File: src/rtl/bus_master_pkg.sv
// Shared bus widths, field positions and command record for the bus master and its responders.
package bus_master_pkg;

    localparam int BUS_ADDR_WIDTH = 8;
    localparam int BUS_DATA_WIDTH = 32;

    // bus_in layout, low bits first: clock, reset, req, rd_wr_l, addr, wr_data
    localparam int BUS_FIELD_CLK      = 0;
    localparam int BUS_FIELD_RESET_L  = 1;
    localparam int BUS_FIELD_REQ      = 2;
    localparam int BUS_FIELD_RD_WR_L  = 3;
    localparam int BUS_ADDR_START     = 4;
    localparam int BUS_ADDR_END       = BUS_ADDR_START + BUS_ADDR_WIDTH - 1;
    localparam int BUS_WR_DATA_START  = BUS_ADDR_END + 1;
    localparam int BUS_WR_DATA_END    = BUS_WR_DATA_START + BUS_DATA_WIDTH - 1;
    localparam int BUS_IN_WIDTH       = BUS_WR_DATA_END + 1;

    // bus_out layout: read data in the low bits, ack above it
    localparam int BUS_DATA_START     = 0;
    localparam int BUS_DATA_END       = BUS_DATA_START + BUS_DATA_WIDTH - 1;
    localparam int BUS_FIELD_ACK      = BUS_DATA_END + 1;
    localparam int BUS_OUT_WIDTH      = BUS_FIELD_ACK + 1;

    localparam int TIMEOUT_CNT_WIDTH  = 8;

    typedef struct packed {
        logic [BUS_ADDR_WIDTH-1:0] addr;
        logic                      rd_wr_l;
        logic [BUS_DATA_WIDTH-1:0] wr_data;
    } cmd_t;

    function automatic logic [BUS_IN_WIDTH-1:0] bus_in_pack(
        input logic clk,
        input logic reset_l,
        input logic req,
        input cmd_t cmd
    );
        logic [BUS_IN_WIDTH-1:0] v;
        v = '0;
        v[BUS_FIELD_CLK]                         = clk;
        v[BUS_FIELD_RESET_L]                     = reset_l;
        v[BUS_FIELD_REQ]                         = req;
        v[BUS_FIELD_RD_WR_L]                     = cmd.rd_wr_l;
        v[BUS_ADDR_END:BUS_ADDR_START]           = cmd.addr;
        v[BUS_WR_DATA_END:BUS_WR_DATA_START]     = cmd.wr_data;
        return v;
    endfunction

endpackage

File: src/rtl/bus_master_timeout.sv
// WAIT-cycle counter: expired is high during the TIMEOUT-th consecutive enabled cycle.
module bus_timeout
    import bus_master_pkg::*;
#(
    parameter int TIMEOUT = 16
)
(
    input  logic bus_clk,
    input  logic bus_reset_l,
    input  logic clear,
    input  logic enable,
    output logic expired
);

    localparam logic [TIMEOUT_CNT_WIDTH-1:0] LAST = TIMEOUT_CNT_WIDTH'(TIMEOUT - 1);

    logic [TIMEOUT_CNT_WIDTH-1:0] count;

    always_ff @(posedge bus_clk or negedge bus_reset_l) begin
        if (!bus_reset_l) begin
            count <= '0;
        end else if (clear) begin
            count <= '0;
        end else if (enable && count != LAST) begin
            count <= count + 1'b1;
        end
    end

    // Count holds k-1 in the k-th enabled cycle, so the flag rises in cycle TIMEOUT.
    assign expired = enable && (count == LAST);

endmodule

File: src/rtl/bus_master.sv
// Single-outstanding bus master: host command -> one-cycle bus req -> wait for ack -> host response.
// Build option BUS_MASTER_TIMEOUT_EN adds a WAIT timeout that returns rsp_err=1.
module bus_master
    import bus_master_pkg::*;
#(
    parameter int TIMEOUT = 16
)
(
    input  logic                      bus_clk,
    input  logic                      bus_reset_l,
    output logic [BUS_IN_WIDTH-1:0]   bus_in,
    input  logic [BUS_OUT_WIDTH-1:0]  bus_out,
    input  logic                      cmd_valid,
    output logic                      cmd_ready,
    input  logic [BUS_ADDR_WIDTH-1:0] cmd_addr,
    input  logic                      cmd_rd_wr_l,
    input  logic [BUS_DATA_WIDTH-1:0] cmd_wr_data,
    output logic                      rsp_valid,
    input  logic                      rsp_ready,
    output logic [BUS_DATA_WIDTH-1:0] rsp_data,
    output logic                      rsp_err,
    output logic [1:0]                state_dbg
);

    typedef enum logic [1:0] {
        S_IDLE = 2'd0,
        S_REQ  = 2'd1,
        S_WAIT = 2'd2,
        S_RESP = 2'd3
    } state_t;

    state_t state;
    logic   req;
    cmd_t   cmd_q;

    logic                      ack;
    logic [BUS_DATA_WIDTH-1:0] bus_rdata;

    assign ack       = bus_out[BUS_FIELD_ACK];
    assign bus_rdata = bus_out[BUS_DATA_END:BUS_DATA_START];

`ifdef BUS_MASTER_TIMEOUT_EN
    logic to_clear;
    logic to_enable;
    logic to_expired;

    assign to_clear  = (state != S_WAIT);
    assign to_enable = (state == S_WAIT);

    bus_timeout #(
        .TIMEOUT (TIMEOUT)
    ) u_timeout (
        .bus_clk     (bus_clk),
        .bus_reset_l (bus_reset_l),
        .clear       (to_clear),
        .enable      (to_enable),
        .expired     (to_expired)
    );
`endif

    // Handshakes: a command transfers on a clock edge where cmd_valid && cmd_ready;
    // a response transfers on an edge where rsp_valid && rsp_ready. cmd_ready is high
    // only in IDLE and rsp_valid only in RESP, so exactly one transaction is in flight.
    always_ff @(posedge bus_clk or negedge bus_reset_l) begin
        if (!bus_reset_l) begin
            state     <= S_IDLE;
            cmd_ready <= 1'b1;
            req       <= 1'b0;
            cmd_q     <= '{addr: '0, rd_wr_l: 1'b1, wr_data: '0};
            rsp_valid <= 1'b0;
            rsp_data  <= '0;
            rsp_err   <= 1'b0;
        end else begin
            case (state)
                S_IDLE: begin
                    if (cmd_valid) begin
                        cmd_q     <= '{addr: cmd_addr, rd_wr_l: cmd_rd_wr_l, wr_data: cmd_wr_data};
                        cmd_ready <= 1'b0;
                        req       <= 1'b1;
                        state     <= S_REQ;
                    end
                end
                S_REQ: begin
                    req   <= 1'b0;
                    state <= S_WAIT;
                end
                S_WAIT: begin
                    // Ack wins over a timeout landing in the same cycle.
                    if (ack) begin
                        rsp_data  <= cmd_q.rd_wr_l ? bus_rdata : '0;
                        rsp_err   <= 1'b0;
                        rsp_valid <= 1'b1;
                        state     <= S_RESP;
                    end
`ifdef BUS_MASTER_TIMEOUT_EN
                    else if (to_expired) begin
                        rsp_data  <= '0;
                        rsp_err   <= 1'b1;
                        rsp_valid <= 1'b1;
                        state     <= S_RESP;
                    end
`endif
                end
                S_RESP: begin
                    if (rsp_ready) begin
                        rsp_valid <= 1'b0;
                        cmd_ready <= 1'b1;
                        state     <= S_IDLE;
                    end
                end
                default: begin
                    state <= S_IDLE;
                end
            endcase
        end
    end

    // Clock and reset ride the bus untouched so responders share the master's domain.
    assign bus_in    = bus_in_pack(bus_clk, bus_reset_l, req, cmd_q);
    assign state_dbg = state;

endmodule

File: config.mk
export PLATFORM = sky130hd
export DESIGN_NAME = bus_master
export DESIGN_NICKNAME = d
export VERILOG_FILES = /design/src/rtl/bus_master_pkg.sv /design/src/rtl/bus_master_timeout.sv /design/src/rtl/bus_master.sv
export SDC_FILE = /design/constraint.sdc
export NUM_CORES = 1
export LEC_CHECK = 0
export ABC_AREA = 1
export BUFFER_PORTS_ARGS = -buffer_cell sky130_fd_sc_hd__buf_2
export CORE_MARGIN = 1.5
export CORE_UTILIZATION = 40
export DETAILED_ROUTE_END_ITERATION = 10
export PLACE_DENSITY = 0.68
export REMOVE_ABC_BUFFERS = 1
export SLEW_MARGIN = 15
export SYNTH_ARGS = -nofsm -noshare
export SYNTH_HDL_FRONTEND = slang
export SYNTH_HIERARCHICAL = 1
export SYNTH_SLANG_ARGS = --single-unit
File: constraint.sdc
create_clock -name bus_clk -period 1.8 [get_ports bus_clk]
set_clock_uncertainty 0.1 [all_clocks]
set_input_delay 0.09 -clock bus_clk [delete_from_list [all_inputs] [get_ports bus_clk]]
set_output_delay 0.09 -clock bus_clk [all_outputs]
set_load 0.1 [all_outputs]
; Word-level counts from Yosys, hierarchy flattened
; Index checks and enable logic that the tools add are counted.
[totals]
rom_bits = 0
latchBits = 0
ramBits = 0
out_inout_bits = 81
inputBits = 78
register_bits = 78
mem_count = 0
[classes]
add_sub_neg = 0
order_cmp = 0
bitwise_logic = 0
n_div = 0
mux = 13
multipliers = 0
n_reduce_logical = 10
n_shift = 0
n_eq_ne = 6
[op_table]
columns = operator, count
row1 = $mux 32, 1
row2 = $reduce_and 3->1, 3
row3 = $pmux 2 s4, 1
row4 = $mux 2, 3
row5 = $ne 2x2->1 const B, 3
row6 = $pmux 1 s2, 3
row7 = $reduce_and 2->1, 3
row8 = $reduce_bool 2->1, 3
row9 = $mux 1, 5
row10 = $eq 2x2->1 const B, 2
row11 = $eq 2x1->1 const B, 1
row12 = $logic_not 2->1, 1

; Longest topological paths before layout
; Gate-level depths: netlist of the first run.
[logic_depth]
ltp_word = 3
ltp_mapped = 7
depth_no_buf = 7

==> results of run 1 <==
==> state kept, by name, indices dropped and copies added (netlist names) <==
signal,flops
cmd_ready,1
state_dbg,2
bus_in,41
rsp_data,32
rsp_valid,1
req,1
==> cell usage in the layout (no fill, tap or decap) <==
cell	Yosys	routed
nand2_4	1	1
o21ai_0	2	2
clkbuf_1	0	1
clkinv_2	0	2
nand2_2	2	2
clkbuf_8	0	13
dfrtp_1	76	76
nand3_1	45	45
buf_2	10	154
conb_1	1	1
buf_12	0	6
ha_1	6	6
o21ai_2	20	20
buf_4	14	9
dlygate4sd3_1	0	78
inv_1	10	10
nand2_1	160	160
dfstp_2	2	2
clkinvlp_4	0	1
o21ai_1	12	12
bufinv_16	0	1
nand4_1	3	3
==> metrics by stage <==
| stage | utilization, % | area [um^2] |
|---|---|---|
| after floorplan | - | 3180 |
| after global placement | 52.0 | 4270 |
| after detailed placement | 52.0 | 4270 |
| after CTS | 64.3 | 5290 |
| after global routing | 64.3 | 5290 |
| final | 64.3 | 5290 |
==> kinds of logic after synthesis <==
logic type,Yosys count,share of synthesized area (%)
buffers and inverters,38,7.02
adders and majority gates,6,2.22
AOI/OAI and AO/OA,34,7.25
and+or+nand+nor,211,25.7
other,1,0.111
DFF,78,57.7
==> area by class of cell <==
type,instances,area [um^2],area share (%)
flip-flops and latches,78,1950,37.0
clock buffers,15,188,3.55
inverters,10,37.5,0.710
repair buffers,246,1730,32.8
multi-input cells,252,1190,22.6
clock inverters,4,47.5,0.900
well taps,105,131,2.49
==> worst max-delay path, cell delays in order (launching register included) <==
cell and delay, ns:
dfstp_2 0.52, buf_4 0.34, buf_12 0.23
==> final timing paths <==
check	startpoint	endpoint	slack [ns]
max in group asynchronous	bus_reset_l	rsp_data[25]	0.23
setup reg to reg	state_dbg[0]	bus_in[34]	0.14
hold reg to reg	cmd_ready	cmd_ready	0.36
setup / recovery	bus_in[3]	bus_in[3]	0.08
hold / removal	bus_reset_l	bus_in[7]	0.19
min in group bus_clk	cmd_wr_data[31]	bus_in[43]	0.31
==> routing by layer <==
| layer | wire length (um) | vias up |
|---|---|---|
| met1 | 4190 | 1564 |
| met2 | 4630 | 160 |
| li1 | - | 1635 |
| met3 | 818 | 23 |
| met4 | 225 | 0 |
| met5 | 0 | - |
==> timing repair <==
item,CTS,global route
hold buffers,78,0
gates resized for setup,0,0
hold endpoints to repair,153,0
==> qor.yml, run 1 <==
status:
  status: "finished, final reports clean"
job:
  maxCapViolations: 0
yosys:
  synth.area.top_cells: "dfrtp_1 56%, nand2_1 18%, nand3_1 6.7%"
  syn_area_per_cell_um2: 9.20
  ys.flop_type: "dfrtp_1"
  yosysSeqAreaShare_pct: 57.7
  ys_ff_latch: 78
  ys_warn_count: 6
  netlist_area_um2: 3380
  ys_top_cells_by_count: "160 x nand2_1, 76 x dfrtp_1, 45 x nand3_1"
  synth_edf_count: 0
  async_flop_share_pct: 100
  yosysUniqueCellTypes: 16
  syn_inst: 368
  synth_top_area_share_pct: 56.2
  yosysTopAreaCell: "dfrtp_1"
  yosysMostFrequentCell: "nand2_1"
finish:
  antennaDiodeCount: 0
  area_delta_synth_final_pct: 56.2
  fin_nets: 685
  fin_cells: 710
  fillers: 638
  drive_gt1_share_pct: 34.9
die:
  die_area_um2: 9020
  die_w_um: 95.0
  die_h_um: 95.0
  rows: 33
  coreArea_um2: 8220
  io_pins: 159
  initial_core_util_pct: 41.2
route:
  drt_iter0_markers: 90
  viasPerCell: 4.76
  firstDrtPassIters: 4
  post-route-drc-count: 0
  postRouteWirelength_mm: 9.87
  routedWlPerCell_um: 13.9
  drtAntennaViolNets: 0
  dr_total_vias: 3382
setup_path:
  cp-start-kind: "flop"
  critPathKind: "flop to primary output"
  crit_required_ns: 1.61
  reg2reg_depth: 5
  endpoint_kind: "primary output"
  arrival_ns: 1.53
  crit_fanout: 34
timing:
  worst_pin_slew_ns: 0.860
  rsz0062_at_grt: "false"
  fin_ws_ns: 0.0768
  maxSlewViolCount: 0
  hold_violations: 0
  fmax_ghz: 0.580
  setup_viol: 0
  period_share_pct: 95.7
  holdWs_ns: 0.192
  min_period_ns: 1.72
  max_slew_margin_pct: 42.5
  tns_ns: 0
global_routing:
  met2_usage_pct: 37.0
  gr-usage-met1_pct: 26.6
  grt_pass1_vias: 3348
  gr-total-overflow: 0
  grtUsageMet3_pct: 7.41
  antenna_found_initial: 0
  grt_pass1_wl_mm: 15.6
  grt_usage_pct: 22.7
  grt.busiest_layer: "met2"
  grt_max_degree: 42
clock_tree:
  clk-insertion-delay-late_ns: 0.44
  clk_transition_reported_paths_ns: 0.08
  post-cts-setup-buffers: 0
  cts_tree: "built"
placed_design:
  hpwl_mm: 5.88
  io_buffers: 157
  dp_slack_ns: 0.211
  finalWeightedCongestion: 0.761
  post-place-cells: 614
worst_hold_path:
  hold_path_class: "input pin to asynchronous set/reset pin"
Power of run 1 is not shown: default switching activity piles up to over one toggle a cycle in this logic, so the estimate is an artifact.
==> inputs of run 2 (changes only) <==
- REMOVE_ABC_BUFFERS: 1 -> not set
==> run 2 against run 1 <==
Critical path type unchanged. Critical path depth unchanged. Register-to-register slack improved by 0.11 ns. Fmax about the same. Die area stayed put.
==> qor.yml, run 2 (same netlist as run 1, synthesis figures left out) <==
status:
  status: "finished, final reports clean"
timing:
  maxSlewViolCount: 0
  tns_ns: 0
  fmax_ghz: 0.581
  hold_violations: 0
  worst_pin_slew_ns: 0.547
  setup_viol: 0
  min_period_ns: 1.72
  rsz0062_at_grt: "false"
  period_share_pct: 95.7
  max_slew_margin_pct: 63.4
setup_path:
  critPathKind: "flop to primary output"
  crit_path_start: "bus_in[3]"
  crit_fanout: 33
  cp-start-kind: "flop"
  critPathBufInv: 2
  slowest_delay_ns: 0.53
  reg2reg_depth: 6
  crit_slowest_cell: "dfstp_2"
  path_cells: "buf_4 > buf_12"
  arrival_ns: 1.53
  cpLargestDelayFamily: "buffers and inverters"
  r2r-start: "state_dbg[0]"
  crit_required_ns: 1.61
  rr_endpoint: "bus_in[4]"
  r2r_setup_slack_ns: 0.25
  endpoint_kind: "primary output"
route:
  routedWlPerCell_um: 13.0
  drtAntennaViolNets: 0
  post-route-drc-count: 0
  dr_total_vias: 3272
  postRouteWirelength_mm: 9.19
  drt_iter0_markers: 145
  viasPerCell: 4.63
  firstDrtPassIters: 5
placed_design:
  io_buffers: 157
  post-place-cells: 610
  hpwl_mm: 5.62
  finalWeightedCongestion: 0.812
finish:
  antennaDiodeCount: 0
  fin_cells: 707
  largest_reg_flops: 41
  fin_util_pct: 64.3
  fillers: 670
  final_common_cell: "nand2_1"
  area_delta_synth_final_pct: 56.0
  drive_gt1_share_pct: 34.7
  layout_common_cells: "160 x nand2_1, 154 x buf_2, 78 x dlygate4sd3_1"
  fin_nets: 681
die:
  initial_core_util_pct: 41.2
  die_area_um2: 9020
  die_h_um: 95.0
  rows: 33
  coreArea_um2: 8220
  die_w_um: 95.0
  io_pins: 159
global_routing:
  grt_usage_pct: 20.8
  grt_max_degree: 65
  gr-total-overflow: 0
  antenna_found_initial: 0
  grt_pass1_vias: 3146
  grt_pass1_wl_mm: 14.3
job:
  maxCapViolations: 0
clock_tree:
  clk_transition_reported_paths_ns: 0.09
  post-cts-setup-buffers: 0
  clk-insertion-delay-late_ns: 0.44
  cts_tree: "built"
  cts_resized: 0
  ctsHoldBuffers: 78
yosys:
  syn_nets: 452
worst_hold_path:
  hold_path_class: "input pin to asynchronous set/reset pin"
run 2: cell types whose count changed in the layout (fill, tap and decap cells not counted), sizes merged:
cell	before	now
buf	169	165
bufinv	1	3
clkinv	2	0
inv	10	11
run 2: final cells by class:
class,instances,area (um^2),share of cell area (%)
clock inverters,5,106,2.01
repair buffers,242,1680,31.8
flip-flops and latches,78,1960,37.1
multi-input cells,252,1190,22.6
well taps,105,131,2.49
clock buffers,15,178,3.36
inverters,10,37.5,0.711
run 2: how the worst max path moves through the flow:
stage                       endpoint  slack, ns  cells after the start
after floorplan           bus_in[10]       0.04                      7
after global placement    bus_in[37]       0.34                      6
after detailed placement  bus_in[41]       0.25                      6
after CTS                  bus_in[3]       0.06                      2
after global routing       bus_in[3]       0.02                      2
final                      bus_in[3]       0.08                      2
run 2: metal layers:
| metal | vias up | routed length, um | track usage (%) |
|---|---|---|---|
| li1 | 1633 | - | - |
| met1 | 1526 | 3780 | 24.1 |
| met2 | 93 | 4820 | 36.3 |
| met3 | 20 | 346 | 3.70 |
| met4 | 0 | 248 | 11.1 |
| met5 | - | 0 | 0 |
run 2: through the flow:
stage | hold slack (ns) | area [um^2] | worst slack, ns
floorplan | -0.306 | 3390 | 0.0360
global placement | -0.136 | 4220 | 0.336
detailed placement | -0.142 | 4220 | 0.252
CTS | 0.190 | 5280 | 0.0631
global route | 0.206 | 5280 | 0.0248
finish | 0.176 | 5280 | 0.0778
run 2: worst register-to-register path: cells and delay by family (launching register included):
family / cells / cell delay [ns]
adders and majority gates: 1 / 0.29
buffers and inverters: 2 / 0.37
DFF: 1 / 0.44
and+or+nand+nor: 3 / 0.25
Power of run 2 is left out for the same reason.
